$ cat config.mk
export PLATFORM = sky130hd
export DESIGN_NAME = argmax_classifier_flat
export DESIGN_NICKNAME = d
export VERILOG_FILES = /design/src/rtl/mnist_pkg.sv /design/src/rtl/feature_if.sv /design/src/rtl/argmax_tracker.sv /design/src/rtl/argmax_classifier.sv /design/src/flat_wrapper.sv
export SDC_FILE = /design/constraint.sdc
export NUM_CORES = 1
export LEC_CHECK = 0
export ABC_AREA = 0
export BUFFER_PORTS_ARGS = -buffer_cell sky130_fd_sc_hd__buf_2
export CORE_ASPECT_RATIO = 0.7
export CORE_UTILIZATION = 50
export CTS_CLUSTER_SIZE = 28
export DETAILED_ROUTE_END_ITERATION = 12
export GPL_ROUTABILITY_DRIVEN = 0
export GPL_TIMING_DRIVEN = 0
export PLACE_DENSITY = 0.8
export SYNTH_ARGS = -nofsm -noshare
export SYNTH_HDL_FRONTEND = slang
export SYNTH_SLANG_ARGS = --single-unit
export TNS_END_PERCENT = 10
$ cat constraint.sdc
create_clock -name clock -period 5.9 [get_ports clock]
set_clock_uncertainty 0.2 [all_clocks]
set_input_delay 1.475 -clock clock [delete_from_list [all_inputs] [get_ports clock]]
set_output_delay 1.475 -clock clock [all_outputs]
set_load 0.01 [all_outputs]
$ cat src/rtl/mnist_pkg.sv
// +--------------------------------------------------------------------+
// | mnist_pkg: shared types and constants for the MNIST pipeline       |
// | Revision: 1.1                                                      |
// +--------------------------------------------------------------------+
`default_nettype none

package mnist_pkg;

  typedef logic signed [15:0] feature_type;
  localparam int feature_frac_bits = 8;

  localparam int NUM_DIGITS = 10;
  typedef logic [$clog2(NUM_DIGITS)-1:0] class_index_type;

  typedef enum logic [0:0] {
    ST_COLLECT = 1'b0,
    ST_RESULT  = 1'b1
  } argmax_state_t;

endpackage

`default_nettype wire

$ cat src/rtl/feature_if.sv
// +--------------------------------------------------------------------+
// | feature_if: valid/ready stream of feature vectors                  |
// | Revision: 1.0                                                      |
// +--------------------------------------------------------------------+
`default_nettype none

interface feature_if #(
  parameter int NUM_FEATURES = 1
);
  import mnist_pkg::*;

  logic        valid;
  logic        ready;
  feature_type features [NUM_FEATURES];

  modport sink   (input valid, input features, output ready);
  modport source (output valid, output features, input ready);
endinterface

`default_nettype wire

$ cat src/rtl/argmax_tracker.sv
// +--------------------------------------------------------------------+
// | argmax_tracker: running max score / index register pair            |
// | Revision: 1.0                                                      |
// +--------------------------------------------------------------------+
`default_nettype none

module argmax_tracker
  import mnist_pkg::*;
#(
  parameter int INDEX_W = 4
) (
  input  logic               clock,
  input  logic               reset_n,
  input  logic               load,
  input  logic               update,
  input  feature_type        score,
  input  logic [INDEX_W-1:0] idx,
  output feature_type        max_score,
  output logic [INDEX_W-1:0] max_index
);

  feature_type        r_max_score;
  logic [INDEX_W-1:0] r_max_index;
  logic               w_greater;

  // Strictly greater so that ties keep the earliest index.
  assign w_greater = (score > r_max_score);

  always_ff @(posedge clock or negedge reset_n) begin
    if (!reset_n) begin
      r_max_score <= '0;
      r_max_index <= '0;
    end else if (load || (update && w_greater)) begin
      r_max_score <= score;
      r_max_index <= idx;
    end
  end

  assign max_score = r_max_score;
  assign max_index = r_max_index;

endmodule

`default_nettype wire

$ cat src/rtl/argmax_classifier.sv
// +--------------------------------------------------------------------+
// | argmax_classifier: picks the highest-scoring class of each frame   |
// | Optional macro ARGMAX_SCORE_EN adds the class_score output.        |
// | Revision: 1.0                                                      |
// +--------------------------------------------------------------------+
`default_nettype none

module argmax_classifier
  import mnist_pkg::*;
#(
  parameter int NUM_CLASSES = NUM_DIGITS,
  parameter int INDEX_W     = (NUM_CLASSES > 1) ? $clog2(NUM_CLASSES) : 1,
  parameter int COUNT_W     = 16
) (
  input  logic               clock,
  input  logic               reset_n,
  feature_if.sink            features_in,
  output logic               class_valid,
  input  logic               class_ready,
  output logic [INDEX_W-1:0] class_index,
  output logic [COUNT_W-1:0] frames_done
`ifdef ARGMAX_SCORE_EN
  ,
  output feature_type        class_score
`endif
);

  localparam logic [INDEX_W-1:0] c_last_beat = INDEX_W'(NUM_CLASSES - 1);

  argmax_state_t      r_state;
  logic [INDEX_W-1:0] r_beat;
  logic               r_valid;
  logic               r_ready;
  logic [COUNT_W-1:0] r_frames;

  logic               w_accept;
  logic               w_last;
  logic               w_handshake;
  feature_type        w_max_score;

  assign w_accept    = features_in.valid && r_ready;
  assign w_last      = (r_beat == c_last_beat);
  assign w_handshake = r_valid && class_ready;

  argmax_tracker #(
    .INDEX_W (INDEX_W)
  ) u_tracker (
    .clock     (clock),
    .reset_n   (reset_n),
    .load      (w_accept && (r_beat == '0)),
    .update    (w_accept && (r_beat != '0)),
    .score     (features_in.features[0]),
    .idx       (r_beat),
    .max_score (w_max_score),
    .max_index (class_index)
  );

  always_ff @(posedge clock or negedge reset_n) begin
    if (!reset_n) begin
      r_state  <= ST_COLLECT;
      r_beat   <= '0;
      r_valid  <= 1'b0;
      r_ready  <= 1'b1;
      r_frames <= '0;
    end else begin
      case (r_state)
        ST_COLLECT: begin
          if (w_accept) begin
            if (w_last) begin
              r_beat  <= '0;
              r_state <= ST_RESULT;
              r_valid <= 1'b1;
              r_ready <= 1'b0;
            end else begin
              r_beat <= r_beat + 1'b1;
            end
          end
        end
        ST_RESULT: begin
          if (w_handshake) begin
            r_beat  <= '0;
            r_state <= ST_COLLECT;
            r_valid <= 1'b0;
            r_ready <= 1'b1;
            if (r_frames != '1) begin
              r_frames <= r_frames + 1'b1;
            end
          end
        end
        default: begin
          r_state <= ST_COLLECT;
          r_valid <= 1'b0;
          r_ready <= 1'b1;
        end
      endcase
    end
  end

  assign class_valid       = r_valid;
  assign frames_done       = r_frames;
  assign features_in.ready = r_ready;

`ifdef ARGMAX_SCORE_EN
  assign class_score = w_max_score;
`endif

endmodule

`default_nettype wire
$ cat src/flat_wrapper.sv
// flat-port wrapper written by rule: the top's interface ports become plain ports
module argmax_classifier_flat import mnist_pkg::*;
#(
  parameter int NUM_CLASSES = NUM_DIGITS,
  parameter int INDEX_W     = (NUM_CLASSES > 1) ? $clog2(NUM_CLASSES) : 1,
  parameter int COUNT_W     = 16
)
  (clock, reset_n, class_valid, class_ready, class_index, frames_done, features_in_valid, features_in_features, features_in_ready);
  feature_if features_in_i ();
  input  logic clock;
  input  logic reset_n;
  output logic class_valid;
  input  logic class_ready;
  output logic [INDEX_W-1:0] class_index;
  output logic [COUNT_W-1:0] frames_done;
  input wire logic [$bits(features_in_i.valid)-1:0] features_in_valid;
  input wire logic [$bits(features_in_i.features)-1:0] features_in_features;
  output wire logic [$bits(features_in_i.ready)-1:0] features_in_ready;
  assign features_in_i.valid = features_in_valid;
  assign features_in_i.features = {>>{features_in_features}};
  assign features_in_ready = features_in_i.ready;
  argmax_classifier #(.NUM_CLASSES(NUM_CLASSES), .INDEX_W(INDEX_W), .COUNT_W(COUNT_W)) u_core (.clock(clock), .reset_n(reset_n), .features_in(features_in_i), .class_valid(class_valid), .class_ready(class_ready), .class_index(class_index), .frames_done(frames_done));
endmodule
==> impl_metrics.yaml <==
clock_tree:
  clock_sink_count: 43
  post_cts_buffers: 0
  cts-htree-levels: 2
  clkSlewWorstSetupHoldPaths_ns: 0.07
  ctsResizeCount: 0
  cts_tree: "built"
  cts_buffers: 5
  cts_max_path_buffers: 2
  clock-root-buffer: "clkbuf_8"
  ctsHoldBuffers: 0
  clk_latency_ns: 0.29
place:
  hpwl_mm: 3.01
  io_buffers: 41
  postPlaceCellArea_um2: 2590
floorplanning:
  initial_core_util: 0.526
  rows: 20
  io_pins: 42
  die_y_um: 59.0
  die_w_um: 83.4
  dieArea_um2: 4920
  coreArea_um2: 4400
timing:
  fin_crit_sh: 0.659
  max_freq_mhz: 257
  hold_violations: 0
  slew_headroom: 0.371
  setup_violations: 0
  tns_ns: 0
  maxSlewViolCount: 0
  tightest_slew_ns: 0.944
  fin_crit_ns: 3.89
  rsz0062_at_grt: "false"
yosys:
  synth.avg_cell_area_um2: 11.3
  synthFlopType: "dfrtp_1"
  synth_top_area_share: 0.453
  synth_fa_ha_area_frac: 0.108
  synth_simple_gate_area_frac: 0.130
  yosysUniqueCellTypes: 31
  synthMuxAreaShare: 0.123
  syn-num-nets: 246
  synth_top_cell_by_area: "dfrtp_1"
  ys_ff_latch: 43
  netlist_instances: 206
  synth_xor_area_frac: 0.0567
  synth_top_family_by_area: "simple AND/OR/NAND/NOR gates"
  synth_edf_count: 0
  syn_area_um2: 2320
  synth.yosys.seq_area_share: 0.465
  synth.yosys.warnings: 0
  synth_compound_area_frac: 0.0723
  async_flop_share: 1.00
  synth.area.top_cells: "dfrtp_1 (45%), ha_1 (11%), mux2_4 (6.5%), mux2_2 (5.8%), xnor2_1 (3.8%)"
layout:
  nFillCells: 379
  drive_gt1_frac: 0.290
  fin_nets: 294
  syn_to_final_growth_pct: 16.1
  fin_util: 0.611
  antennaDiodeCount: 0
  final_area_um2: 2690
routing:
  via_count: 1603
  drtPass1Iterations: 4
  wl_per_cell_um: 13.0
  via_per_inst: 5.17
  drc: 0
  final_antenna_net_count: 0
  routed_wl_mm: 4.04
  drtIter0Drc: 33
hold_path:
  hold_path_class: "reg -> reg"
global_routing:
  grt_max_degree: 44
  grtUsageMet2: 0.280
  grt.overflow.total: 0
  antenna_found_initial: 0
  grt_use_total: 0.180
  met3_usage: 0.0418
  busiest_layer: "met2"
  grt.met1_usage: 0.255
  grt_pass1_vias: 1475
  grt_pass1_wl_mm: 6.87
setup_path:
  end_kind: "flop"
  ff2ff_setup_slack_ns: 2.93
  cp.required_ns: 5.87
  path_class: "in -> reg"
  start_kind: "input pin"
  cp.arrival_ns: 3.86
  critPathMaxFanout: 10
pwr:
  ir_drop_v: 0.000247
  p_leak_uw: 0.00141
  powerDensity_nw_per_um2: 407
job:
  drv_cap: 0
run_status:
  status: "finished clean"
-- per-stage QoR --
step / total power (uW) / instances / hold slack, ns / worst slack (ns)
final: 1100 / 310 / 0.293 / 2.01
after global placement: 885 / 302 / 0.275 / 1.73
after CTS: 1110 / 310 / 0.294 / 2.01
after global routing: 1190 / 310 / 0.314 / 1.97
after floorplan: 794 / 206 / 0.279 / 1.98
after detailed placement: 903 / 302 / 0.282 / 1.71
-- final timing paths --
path	depth (start not counted)	start	endpoint
worst min-delay path	1	u_core.frames_done[11]	u_core.frames_done[11]
worst min register to register	1	u_core.frames_done[11]	u_core.frames_done[11]
min in group asynchronous	1	reset_n	u_core.u_tracker.max_score[2]
worst max-delay path	8	features_in_features[13]	u_core.u_tracker.max_score[8]
worst max register to register	8	u_core.u_tracker.max_score[13]	u_core.u_tracker.max_score[8]
max in group asynchronous	1	reset_n	u_core.u_tracker.max_score[8]
-- worst max-delay path, cell delays in order --
cell and delay (ns):
buf_2 0.11, ha_1 0.30, a21o_1 0.18, a2111o_1 0.40, or4_4 0.51, a21oi_4 0.37
buf_12 0.20, mux2_4 0.31
-- sequential cells by signal, summed over array words and instances (netlist names) --
name                        flops
u_core.class_valid              1
u_core.features_in.ready        1
u_core.r_beat                   4
u_core.u_tracker.max_index      4
u_core.u_tracker.max_score     16
u_core.r_state                  1
u_core.frames_done             16
-- layer usage --
| layer | up-vias | part of all wire |
|---|---|---|
| met3 | 2 | 0.033 |
| met4 | 0 | 0.0077 |
| met5 | - | 0 |
| met2 | 23 | 0.43 |
| li1 | 819 | - |
| met1 | 759 | 0.53 |
-- layout make-up --
type                       instances  area, um^2  share of cell area
multi-input combinational        139        1130               0.421
clock buffer                       8         100              0.0372
sequential                        43        1080               0.400
timing repair buffer              41         205              0.0762
buffer                             2        23.8             0.00883
inverter                          22        82.6              0.0307
tap                               55        68.8              0.0256
-- cell usage in the layout (no fill, tap or decap), drive strengths merged, types with 3 or more instances in the layout --
cell type	n
xnor2	10
clkbuf	9
nand2	17
nor2	5
inv	22
a21o	5
buf	42
ha	20
xor2	5
nor2b	3
nand4	8
nand3	12
and3	3
o21ai	6
nor4	4
a21oi	6
dfrtp	42
mux2	22
-- logic make-up after synthesis --
group           Yosys count
simple gates             58
compound gates           24
flops                    43
mux                      22
xor+xnor                 15
buf+inv                  24
fa+ha+maj                20
-- synth_stat cells, types with 4 or more instances --
cell type / number
nand4_1: 8
mux2_4: 10
xnor2_1: 10
xor2_1: 5
nor4_1: 4
a21oi_1: 5
nor2_1: 5
inv_1: 22
mux2_2: 12
ha_1: 20
a21o_1: 5
dfrtp_1: 42
o21ai_0: 6
nand2_1: 17
nand3_1: 12
-- where the power goes --
group / total, uW / internal [uW] / leakage [uW] / switching (uW)
clock: 201 / 107 / 0.0000515 / 94.0
sequential: 461 / 390 / 0.000542 / 70.5
combinational: 434 / 238 / 0.000813 / 196
No activity file was read; power rests on OpenSTA's default activity.
